==> config.mk <==
export PLATFORM = sky130hd
export DESIGN_NAME = hazard_ctrl_flat
export DESIGN_NICKNAME = d
export VERILOG_FILES = /design/src/rtl/hazard_pkg.sv /design/src/rtl/hazard_ctrl_if.sv /design/src/rtl/hazard_lu_cmp.sv /design/src/rtl/hazard_ctrl.sv /design/src/flat_wrapper.sv
export SDC_FILE = /design/constraint.sdc
export NUM_CORES = 1
export LEC_CHECK = 0
export BUFFER_PORTS_ARGS = -buffer_cell sky130_fd_sc_hd__buf_2
export CORE_MARGIN = 1.5
export CORE_UTILIZATION = 25
export CTS_BUF_LIST = sky130_fd_sc_hd__clkbuf_8
export CTS_CLUSTER_DIAMETER = 50
export DETAILED_ROUTE_END_ITERATION = 8
export HOLD_SLACK_MARGIN = 0.08
export SLEW_MARGIN = 20
export SYNTH_ARGS = -nofsm -noshare
export SYNTH_HDL_FRONTEND = slang
export SYNTH_HIERARCHICAL = 1
export SYNTH_SLANG_ARGS = --single-unit
==> constraint.sdc <==
create_clock -name clk -period 2.17 [get_ports clk]
set_input_delay 0.5425 -clock clk [delete_from_list [all_inputs] [get_ports clk]]
set_output_delay 0.5425 -clock clk [all_outputs]
set_load 0.01 [all_outputs]
==> src/rtl/hazard_pkg.sv <==
// Shared definitions for the pipeline hazard controller and the forwarding unit.
//   hz_state_t : hazard FSM state encoding (RUN / LDSTALL / MEMWAIT)
//   REG_AW_DEF : default register-address width of the MIPS core
package hazard_pkg;

    localparam int REG_AW_DEF = 5;

    typedef enum logic [1:0] {
        RUN     = 2'd0,
        LDSTALL = 2'd1,
        MEMWAIT = 2'd2
    } hz_state_t;

endpackage

==> src/rtl/hazard_ctrl_if.sv <==
// Pipeline-side bundle of the hazard controller.
//   master : pipeline registers / memory side (drives hazard sources, consumes controls)
//   slave  : hazard controller (consumes hazard sources, drives controls)
// Hazard sources : if_id_rs, if_id_rt, if_id_uses_rt, id_ex_mem_read, id_ex_rt,
//                  ex_mem_branch_taken, mem_busy
// Controls       : pc_write, if_id_write, id_ex_bubble, if_id_flush, ex_flush,
//                  pipe_hold, mem_timeout
interface hazard_ctrl_if
    import hazard_pkg::*;
#(
    parameter int REG_AW = REG_AW_DEF
) ();

    logic [REG_AW-1:0] if_id_rs;
    logic [REG_AW-1:0] if_id_rt;
    logic              if_id_uses_rt;
    logic              id_ex_mem_read;
    logic [REG_AW-1:0] id_ex_rt;
    logic              ex_mem_branch_taken;
    logic              mem_busy;

    logic              pc_write;
    logic              if_id_write;
    logic              id_ex_bubble;
    logic              if_id_flush;
    logic              ex_flush;
    logic              pipe_hold;
    logic              mem_timeout;

    modport master (
        output if_id_rs, if_id_rt, if_id_uses_rt, id_ex_mem_read, id_ex_rt,
               ex_mem_branch_taken, mem_busy,
        input  pc_write, if_id_write, id_ex_bubble, if_id_flush, ex_flush,
               pipe_hold, mem_timeout
    );

    modport slave (
        input  if_id_rs, if_id_rt, if_id_uses_rt, id_ex_mem_read, id_ex_rt,
               ex_mem_branch_taken, mem_busy,
        output pc_write, if_id_write, id_ex_bubble, if_id_flush, ex_flush,
               pipe_hold, mem_timeout
    );

endinterface

==> src/rtl/hazard_lu_cmp.sv <==
// Load-use RAW comparator: flags an IF/ID instruction that reads the register a load in
// ID/EX is about to write. Purely combinational.
//   if_id_rs, if_id_rt : source registers of the instruction in IF/ID
//   if_id_uses_rt      : IF/ID instruction actually reads rt
//   id_ex_mem_read     : ID/EX instruction is a load
//   id_ex_rt           : load destination register
//   hit                : stall required
module hazard_lu_cmp
    import hazard_pkg::*;
#(
    parameter int REG_AW = REG_AW_DEF
) (
    input  logic [REG_AW-1:0] if_id_rs,
    input  logic [REG_AW-1:0] if_id_rt,
    input  logic              if_id_uses_rt,
    input  logic              id_ex_mem_read,
    input  logic [REG_AW-1:0] id_ex_rt,
    output logic              hit
);

    // $zero is never a real dependency, so a load into r0 never stalls.
    assign hit = id_ex_mem_read && (id_ex_rt != '0) &&
                 ((id_ex_rt == if_id_rs) || (if_id_uses_rt && (id_ex_rt == if_id_rt)));

endmodule

==> src/rtl/hazard_ctrl.sv <==
// Pipeline hazard controller for the 5-stage MIPS core: load-use stalls, taken-branch
// squash, and pipe freeze while data memory is busy. Outputs are Mealy (zero latency).
// Ports:
//   clk, rst       : clock (rising edge), asynchronous active-high reset
//   hz (slave)     : hazard sources in, pipeline enables/flushes/hold out, sticky mem_timeout
//   perf_clr, perf_stall_cycles, perf_flush_events : only when HAZARD_PERF_CNT_EN is defined
// Optional feature macro: HAZARD_PERF_CNT_EN (saturating stall / flush event counters).
//
// state   | meaning
// RUN     | normal issue; evaluates busy > branch > load-use each cycle
// LDSTALL | extra load-use bubbles still owed (LOAD_STALL_CYCLES > 1 only)
// MEMWAIT | data memory busy; pipe frozen. When busy drops, behaves exactly as RUN
module hazard_ctrl
    import hazard_pkg::*;
#(
    parameter int REG_AW            = REG_AW_DEF,
    parameter int LOAD_STALL_CYCLES = 1,
    parameter int MEM_TIMEOUT       = 255
) (
    input  logic        clk,
    input  logic        rst,
`ifdef HAZARD_PERF_CNT_EN
    input  logic        perf_clr,
    output logic [31:0] perf_stall_cycles,
    output logic [31:0] perf_flush_events,
`endif
    hazard_ctrl_if.slave hz
);

    localparam int STALL_W = (LOAD_STALL_CYCLES > 1) ? $clog2(LOAD_STALL_CYCLES) : 1;
    localparam int BUSY_W  = (MEM_TIMEOUT > 0) ? $clog2(MEM_TIMEOUT + 1) : 1;
    localparam logic [STALL_W-1:0] STALL_INIT = STALL_W'(LOAD_STALL_CYCLES - 1);
    localparam logic [BUSY_W-1:0]  BUSY_MAX   = BUSY_W'(MEM_TIMEOUT);

    hz_state_t          state, state_nx;
    logic [STALL_W-1:0] stall_cnt, stall_nx;
    logic [BUSY_W-1:0]  busy_cnt;
    logic [BUSY_W:0]    busy_inc;
    logic               timeout_r;
    logic               lu_hit;

    logic pc_write_c, if_id_write_c, bubble_c, if_id_flush_c, ex_flush_c, hold_c;

    hazard_lu_cmp #(.REG_AW(REG_AW)) u_lu_cmp (
        .if_id_rs       (hz.if_id_rs),
        .if_id_rt       (hz.if_id_rt),
        .if_id_uses_rt  (hz.if_id_uses_rt),
        .id_ex_mem_read (hz.id_ex_mem_read),
        .id_ex_rt       (hz.id_ex_rt),
        .hit            (lu_hit)
    );

    always_comb begin
        pc_write_c    = 1'b1;
        if_id_write_c = 1'b1;
        bubble_c      = 1'b0;
        if_id_flush_c = 1'b0;
        ex_flush_c    = 1'b0;
        hold_c        = 1'b0;
        state_nx      = RUN;
        stall_nx      = stall_cnt;

        if (rst) begin
            pc_write_c    = 1'b0;
            if_id_write_c = 1'b0;
            bubble_c      = 1'b1;
        end else if (hz.mem_busy) begin
            pc_write_c    = 1'b0;
            if_id_write_c = 1'b0;
            hold_c        = 1'b1;
            state_nx      = MEMWAIT;
        end else if (hz.ex_mem_branch_taken) begin
            // Branch stays frozen in EX/MEM during MEMWAIT, so this fires once on release.
            bubble_c      = 1'b1;
            if_id_flush_c = 1'b1;
            ex_flush_c    = 1'b1;
        end else if (state == LDSTALL) begin
            pc_write_c    = 1'b0;
            if_id_write_c = 1'b0;
            bubble_c      = 1'b1;
            stall_nx      = stall_cnt - STALL_W'(1);
            state_nx      = (stall_cnt == STALL_W'(1)) ? RUN : LDSTALL;
        end else if (lu_hit) begin
            pc_write_c    = 1'b0;
            if_id_write_c = 1'b0;
            bubble_c      = 1'b1;
            if (LOAD_STALL_CYCLES > 1) begin
                state_nx = LDSTALL;
                stall_nx = STALL_INIT;
            end
        end
    end

    assign busy_inc = {1'b0, busy_cnt} + (BUSY_W + 1)'(1);

    always_ff @(posedge clk or posedge rst) begin
        if (rst) begin
            state     <= RUN;
            stall_cnt <= '0;
            busy_cnt  <= '0;
            timeout_r <= 1'b0;
        end else begin
            state     <= state_nx;
            stall_cnt <= stall_nx;
            if (hz.mem_busy) begin
                if (busy_cnt != BUSY_MAX) begin
                    busy_cnt <= busy_cnt + BUSY_W'(1);
                end
                if ((MEM_TIMEOUT != 0) && (busy_inc >= {1'b0, BUSY_MAX})) begin
                    timeout_r <= 1'b1;
                end
            end else begin
                busy_cnt <= '0;
            end
        end
    end

    assign hz.pc_write     = pc_write_c;
    assign hz.if_id_write  = if_id_write_c;
    assign hz.id_ex_bubble = bubble_c;
    assign hz.if_id_flush  = if_id_flush_c;
    assign hz.ex_flush     = ex_flush_c;
    assign hz.pipe_hold    = hold_c;
    assign hz.mem_timeout  = timeout_r;

`ifdef HAZARD_PERF_CNT_EN
    always_ff @(posedge clk or posedge rst) begin
        if (rst) begin
            perf_stall_cycles <= '0;
            perf_flush_events <= '0;
        end else if (perf_clr) begin
            perf_stall_cycles <= '0;
            perf_flush_events <= '0;
        end else begin
            if (!pc_write_c && (perf_stall_cycles != 32'hFFFF_FFFF)) begin
                perf_stall_cycles <= perf_stall_cycles + 32'd1;
            end
            if (if_id_flush_c && (perf_flush_events != 32'hFFFF_FFFF)) begin
                perf_flush_events <= perf_flush_events + 32'd1;
            end
        end
    end
`endif

endmodule

==> src/flat_wrapper.sv <==
// flat-port wrapper written by rule: the top's interface ports become plain ports
module hazard_ctrl_flat import hazard_pkg::*;
#(
    parameter int REG_AW            = REG_AW_DEF,
    parameter int LOAD_STALL_CYCLES = 1,
    parameter int MEM_TIMEOUT       = 255
)
  (clk, rst, hz_if_id_rs, hz_if_id_rt, hz_if_id_uses_rt, hz_id_ex_mem_read, hz_id_ex_rt, hz_ex_mem_branch_taken, hz_mem_busy, hz_pc_write, hz_if_id_write, hz_id_ex_bubble, hz_if_id_flush, hz_ex_flush, hz_pipe_hold, hz_mem_timeout);
  hazard_ctrl_if #(.REG_AW(REG_AW)) hz_i ();
  input  logic clk;
  input  logic rst;
  input wire logic [$bits(hz_i.if_id_rs)-1:0] hz_if_id_rs;
  input wire logic [$bits(hz_i.if_id_rt)-1:0] hz_if_id_rt;
  input wire logic [$bits(hz_i.if_id_uses_rt)-1:0] hz_if_id_uses_rt;
  input wire logic [$bits(hz_i.id_ex_mem_read)-1:0] hz_id_ex_mem_read;
  input wire logic [$bits(hz_i.id_ex_rt)-1:0] hz_id_ex_rt;
  input wire logic [$bits(hz_i.ex_mem_branch_taken)-1:0] hz_ex_mem_branch_taken;
  input wire logic [$bits(hz_i.mem_busy)-1:0] hz_mem_busy;
  output wire logic [$bits(hz_i.pc_write)-1:0] hz_pc_write;
  output wire logic [$bits(hz_i.if_id_write)-1:0] hz_if_id_write;
  output wire logic [$bits(hz_i.id_ex_bubble)-1:0] hz_id_ex_bubble;
  output wire logic [$bits(hz_i.if_id_flush)-1:0] hz_if_id_flush;
  output wire logic [$bits(hz_i.ex_flush)-1:0] hz_ex_flush;
  output wire logic [$bits(hz_i.pipe_hold)-1:0] hz_pipe_hold;
  output wire logic [$bits(hz_i.mem_timeout)-1:0] hz_mem_timeout;
  assign hz_i.if_id_rs = hz_if_id_rs;
  assign hz_i.if_id_rt = hz_if_id_rt;
  assign hz_i.if_id_uses_rt = hz_if_id_uses_rt;
  assign hz_i.id_ex_mem_read = hz_id_ex_mem_read;
  assign hz_i.id_ex_rt = hz_id_ex_rt;
  assign hz_i.ex_mem_branch_taken = hz_ex_mem_branch_taken;
  assign hz_i.mem_busy = hz_mem_busy;
  assign hz_pc_write = hz_i.pc_write;
  assign hz_if_id_write = hz_i.if_id_write;
  assign hz_id_ex_bubble = hz_i.id_ex_bubble;
  assign hz_if_id_flush = hz_i.if_id_flush;
  assign hz_ex_flush = hz_i.ex_flush;
  assign hz_pipe_hold = hz_i.pipe_hold;
  assign hz_mem_timeout = hz_i.mem_timeout;
  hazard_ctrl #(.REG_AW(REG_AW), .LOAD_STALL_CYCLES(LOAD_STALL_CYCLES), .MEM_TIMEOUT(MEM_TIMEOUT)) u_core (.clk(clk), .rst(rst), .hz(hz_i));
endmodule
==> results of run 1 <==
==> area by class of cell <==
class                           count  area [um^2]
Inverter                            2        7.507
Sequential cell                    12        300.3
Multi-Input combinational cell     83        629.4
Clock buffer                        4        55.05
Fill cell                         380         2471
Timing Repair Buffer               32        192.7
Tap cell                           48        60.06
==> tightest hold or removal path, stage by stage <==
cell and delay (ns):
buf_2 0.13, inv_1 0.08, buf_4 0.21
==> cells in the final DEF (no fill, tap or decap), types with 2 or more instances in the layout <==
cell type   n
nor3b_1     3
and4b_1     2
nor3_1      3
a21oi_1     4
o211ai_1    2
a211oi_2    2
buf_2      25
nand3b_1    2
clkbuf_8    4
a21boi_0    3
nand3_1     3
nand4_1     2
and2_1      2
a21oi_2     2
buf_6       2
inv_1       2
buf_4       4
xnor2_1     6
nor2_1      3
ha_1        2
nor2b_1     2
o21ai_0     3
dfrtp_1    12
xor2_1      9
and3_1      3
nand2_1     6
==> power breakdown <==
part / total, uW / internal, uW / switching [uW]
Sequential: 241 / 229 / 12.0
Clock: 250 / 160 / 90.0
Combinational: 110 / 55.2 / 55.2
Total: 602 / 445 / 157
==> repair_timing <==
item	4_1_cts	5_1_grt
buffers inserted	0	0
pin swaps	1	1
setup endpoints to repair	3	3
gates cloned	0	0
resized for setup	6	1
==> cell families (layout without fill, tap and decap cells) <==
group | count (synthesis) | count (layout) | synth area share (%)
AO/OA/AOI/OAI | 25 | 25 | 19.14
XOR/XNOR | 15 | 15 | 13.31
adder cells (fa/ha/maj) | 2 | 2 | 2.534
buffers and inverters | 11 | 38 | 7.477
flip-flops | 12 | 12 | 30.42
AND/OR/NAND/NOR | 41 | 41 | 27.12
==> cell usage after synthesis (3+ instances only) <==
master,count,area share (%)
a21boi_0,3,2.3
a21oi_1,5,2.5
and3_1,3,1.9
buf_4,4,3.0
dfrtp_1,12,30
nand2_1,6,2.3
nand3_1,3,1.5
nor2_1,3,1.1
nor3_1,4,2.0
nor3b_1,3,2.3
o21ai_0,3,1.5
xnor2_1,6,5.3
xor2_1,9,8.0
==> through the flow <==
| step | util, % | TNS, ns |
|---|---|---|
| 6_report | 33.50 | -0.6253 |
| 5_1_grt | 33.50 | -0.6692 |
| 4_1_cts | 33.40 | -0.4348 |
| 3_5_place_dp | 31.18 | -0.6171 |
| 3_3_place_gp | 31.18 | -0.3706 |
| 2_1_floorplan | - | -0.1082 |
==> state kept, by name (all words and copies together), names as in the netlist <==
signal                 flops
u_core/busy_cnt            8
u_core/state               2
u_core/hz.mem_timeout      1
u_core/stall_cnt           1
==> layer usage <==
| layer | up-vias | part of all wire [%] | GRT usage (%) |
|---|---|---|---|
| li1 | 440 | - | - |
| met1 | 416 | 47 | 14.62 |
| met4 | 0 | 0.57 | 2.604 |
| met3 | 2 | 7.5 | 3.407 |
| met2 | 39 | 45 | 19.19 |
| met5 | - | 0 | 0 |
==> final timing paths <==
| kind | from | end | slack, ns | cells past startpoint |
|---|---|---|---|---|
| worst max-delay path | hz_id_ex_rt[4] | hz_id_ex_bubble | -0.22 | 9 |
| worst min-delay path | rst | u_core/busy_cnt[0] | 0.37 | 3 |
| worst max register to register | u_core/busy_cnt[0] | u_core/hz.mem_timeout | 0.21 | 5 |
| worst min register to register | u_core/stall_cnt | u_core/state[0] | 0.45 | 1 |
| max in group asynchronous | rst | u_core/busy_cnt[1] | 1.65 | 3 |
| min in group clk | u_core/stall_cnt | u_core/state[0] | 0.45 | 1 |
==> qor.yml, run 1 <==
clock_network:
  clk_path_buf_depth: 2
  clk_latency_ns: 0.24
  cts_buffers: 3
  cts_htree_levels: 1
  cts_tree: "done"
  root_buffer: "clkbuf_8"
  cts_hold_buf: 0
  clk_pin_slew_ns: 0.06
  clkSinkCount: 12
finish:
  finalNonFillerCells: 181
  final_nets: 157
  diodes: 0
  drive_gt1_share_pct: 36.84
  syn2layout_area_growth_pct: 26.11
  design_area_um2: 1245
placement:
  dp_hpwl_um: 1703
  pre_cts_slack_ns: -0.2178
  port_buffers: 27
  post_dp_cell_area_um2: 1159
  dpl.cell_count: 177
  gp_congestion: 0.8598
timing:
  slew_headroom_pct: 69.50
  rsz0062_at_grt: "yes"
  worstMarginPinSlew_ns: 0.4575
  finalCritPeriodShare_pct: 110.1
  finalMaxSlewViolations: 0
  fmax_mhz: 418.7
  final_hold_viol_count: 0
  skew_ns: 0.001476
  fin_crit_ns: 2.388
  setup_violations: 3
  setup_slack_ns: -0.2185
  holdWs_ns: 0.3658
route:
  drt_iter0_drc: 18
  final_antenna_net_count: 0
  wl_um: 2442
  wl_per_cell_um: 13.49
  dr.pass1.iters: 4
  drc_errors: 0
  num_vias: 897
  routed_via_density: 4.956
synth:
  synth-edff-count: 0
  ys_seq_area_share_pct: 30.42
  synth_seq_cells: 12
  netlist_instances: 106
  postSynth.asyncResetShare_pct: 100.0
  ys_warn_count: 6
  synth_cell_types: 45
  avgSynthCellArea_um2: 9.313
  syn_area_um2: 987.2
  synth_fp_nets: 129
  ys.flop_type: "dfrtp_1"
global_route:
  grt_max_degree: 19
  overflow: 0
  grt.total_usage_pct: 11.52
  antenna_found_initial: 0
  grt_pass1_vias: 868
  grt_first_pass_wirelength_um: 3926
setup_path:
  critPathTopFamily: "simple AND/OR/NAND/NOR gates"
  crit_type: "input pin to primary output"
  cp_slowest_cell: "nor3_1"
  worstPathMaxFanout: 3
  cp-end-kind: "primary output"
  critPathRequiredTime_ns: 1.63
  cp-start-kind: "input pin"
  cp.arrival_ns: 1.85
  path_buf_inv: 3
  path_cells: "buf_6, buf_6, xor2_1, nor3_1, nand3_1, a21oi_2, nor3_1, o21ai_0, buf_2"
  slowest_delay_ns: 0.21
pwr:
  finalPower_uw: 602.0
  p_leak_uw: 0.0005342
  power_density_nw_per_um2: 483.5
  ir_drop_v: 0.0003822
job:
  maxCapViolCount: 0
floorplan:
  die_y_um: 65.84
  rows: 22
  core_um2: 3716
  start_util_pct: 26.57
  die_area_um2: 4335
  ios: 28
  die_w_um: 65.84
status:
  violations: "setup timing"
  outcome: "complete, but fails checks"
hold_path:
  hold_class: "input pin to asynchronous set/reset pin"
(Power assumes the default switching activity.)
==> inputs of run 2 (changes only) <==
Settings changed: CELL_PAD_IN_SITES_DETAIL_PLACEMENT from default to 1, CELL_PAD_IN_SITES_GLOBAL_PLACEMENT from default to 1, CORE_ASPECT_RATIO from default to 0.5, PLACE_DENSITY_LB_ADDON from default to 0.1.
==> qor.yml, run 2 (synthesis gave the netlist of run 1 again) <==
job:
  maxCapViolCount: 0
route:
  drc_errors: 0
  num_vias: 895
  drt_iter0_drc: 29
  dr.pass1.iters: 4
  wl_per_cell_um: 14.24
  final_antenna_net_count: 0
  routed_via_density: 4.761
  wl_um: 2677
floorplan:
  die_area_um2: 4358
  ios: 28
  die_y_um: 47.44
  die_w_um: 91.87
  rows: 15
  core_um2: 3603
  start_util_pct: 27.40
pwr:
  ir_drop_v: 0.0001538
  power_density_nw_per_um2: 481.2
  p_leak_uw: 0.0005541
finish:
  drive_gt1_share_pct: 38.69
  filler_cell_count: 436
  largest_register_ffs: 8
  final_nets: 161
  syn2layout_area_growth_pct: 29.40
  finalNonFillerCells: 188
  design_area_um2: 1277
  final_common_cell: "buf_2"
  diodes: 0
  max_flop_register: "u_core/busy_cnt"
  most-common-layout-cells: "24 x buf_2, 12 x dfrtp_1, 10 x buf_4"
  top_regs: "u_core/busy_cnt: 8 flops, u_core/state: 2 flops"
global_route:
  antenna_found_initial: 0
  overflow: 0
  grt_first_pass_wirelength_um: 4574
  grt_max_degree: 14
  grt.total_usage_pct: 13.91
  grt_pass1_vias: 876
setup_path:
  cp.arrival_ns: 1.77
  cp-startpoint: "hz_id_ex_rt[1]"
  crit_type: "input pin to primary output"
  cp-start-kind: "input pin"
  worstPathMaxFanout: 3
  critPathRequiredTime_ns: 1.63
  crit_path_end: "hz_pc_write"
  cp-end-kind: "primary output"
  path_cells: "buf_8, or4_4, o21ai_2, a21oi_2, nor2_1, nor2_1, nor3_2, buf_2"
  rr_startpoint: "u_core/busy_cnt[0]"
  cp_slowest_cell: "or4_4"
  rrSetupSlack_ns: 0.43
  slowest_delay_ns: 0.52
  r2r_cells: 6
  reg2reg_to: "u_core/hz.mem_timeout"
  crit_top_cell: "nor2_1"
timing:
  final_hold_viol_count: 0
  fmax_mhz: 433.0
  skew_ns: 0.001603
  holdWs_ns: 0.3547
  setup_slack_ns: -0.1393
  slew_headroom_pct: 72.12
  finalCritPeriodShare_pct: 106.4
  worstMarginPinSlew_ns: 0.4182
  fin_crit_ns: 2.309
  finalMaxSlewViolations: 0
  tns_ns: -0.3906
  setup_violations: 3
  rsz0062_at_grt: "yes"
clock_network:
  clk_latency_ns: 0.25
  clkSinkCount: 12
  cts_buffers: 3
  post_cts_buffers: 0
  root_buffer: "clkbuf_8"
  clk_path_buf_depth: 2
  cts_htree_levels: 1
  cts_tree: "done"
  clk_pin_slew_ns: 0.06
placement:
  port_buffers: 27
  post_dp_cell_area_um2: 1192
  gp_congestion: 0.7498
  dpl.cell_count: 184
  dp_hpwl_um: 1962
status:
  outcome: "complete, but fails checks"
  violations: "setup timing"
hold_path:
  hold_class: "input pin to asynchronous set/reset pin"
[run 2: per-layer routing]
layer  part of all wire, %  track usage (%)  up-vias
met2                    40            22.37       30
met1                    53            18.71      421
met3                   6.6            4.286        0
met4                     0            3.692        0
met5                     0                0        -
li1                      -                -      444
[run 2: worst min-delay path by stage]
stage,start,to,slack [ns],cells after the start
final,rst,u_core/hz.mem_timeout,0.35,3
after global routing,rst,u_core/state[0],0.38,3
after CTS,rst,u_core/state[1],0.36,3
after detailed placement,u_core/stall_cnt,u_core/state[0],0.46,1
after global placement,u_core/stall_cnt,u_core/state[0],0.43,1
after floorplan,rst,u_core/busy_cnt[0],0.41,1
[run 2: timing repair]
item                       in CTS  in global routing
pin swaps                       5                  0
hold endpoints to repair        0                  0
setup endpoints to repair       3                  3
resized for setup               8                  1
gates cloned                    0                  0
hold buffers                    0                  0
[run 2: layout make-up]
type	instances	area, um^2	area share [%]
timing repair buffer	36	221.5	17.34
inverter	2	7.507	0.5877
tap	51	63.81	4.995
multi-input combinational	83	629.4	49.27
clock buffer	4	55.05	4.309
sequential	12	300.3	23.51
[run 2: through the flow]
stage	power [uW]	worst slack, ns	util [%]
final	614.8	-0.1393	35.45
after floorplan	304.3	-0.1082	-
after detailed placement	356.4	-0.2027	33.09
after CTS	622.2	-0.1425	35.35
after global routing	647.0	-0.2359	35.45
after global placement	356.8	-0.1661	33.09
[run 2: critical path: cells and delay by family]
family	cells	cell delay, ns
buffers and inverters	2	0.25
AND/OR/NAND/NOR	4	0.78
AO/OA/AOI/OAI	2	0.18
[run 2: power breakdown]
group | internal (uW) | switching (uW)
combinational | 61.5 | 61.8
clock | 161 | 95.7
sequential | 229 | 5.85
total | 451 | 163
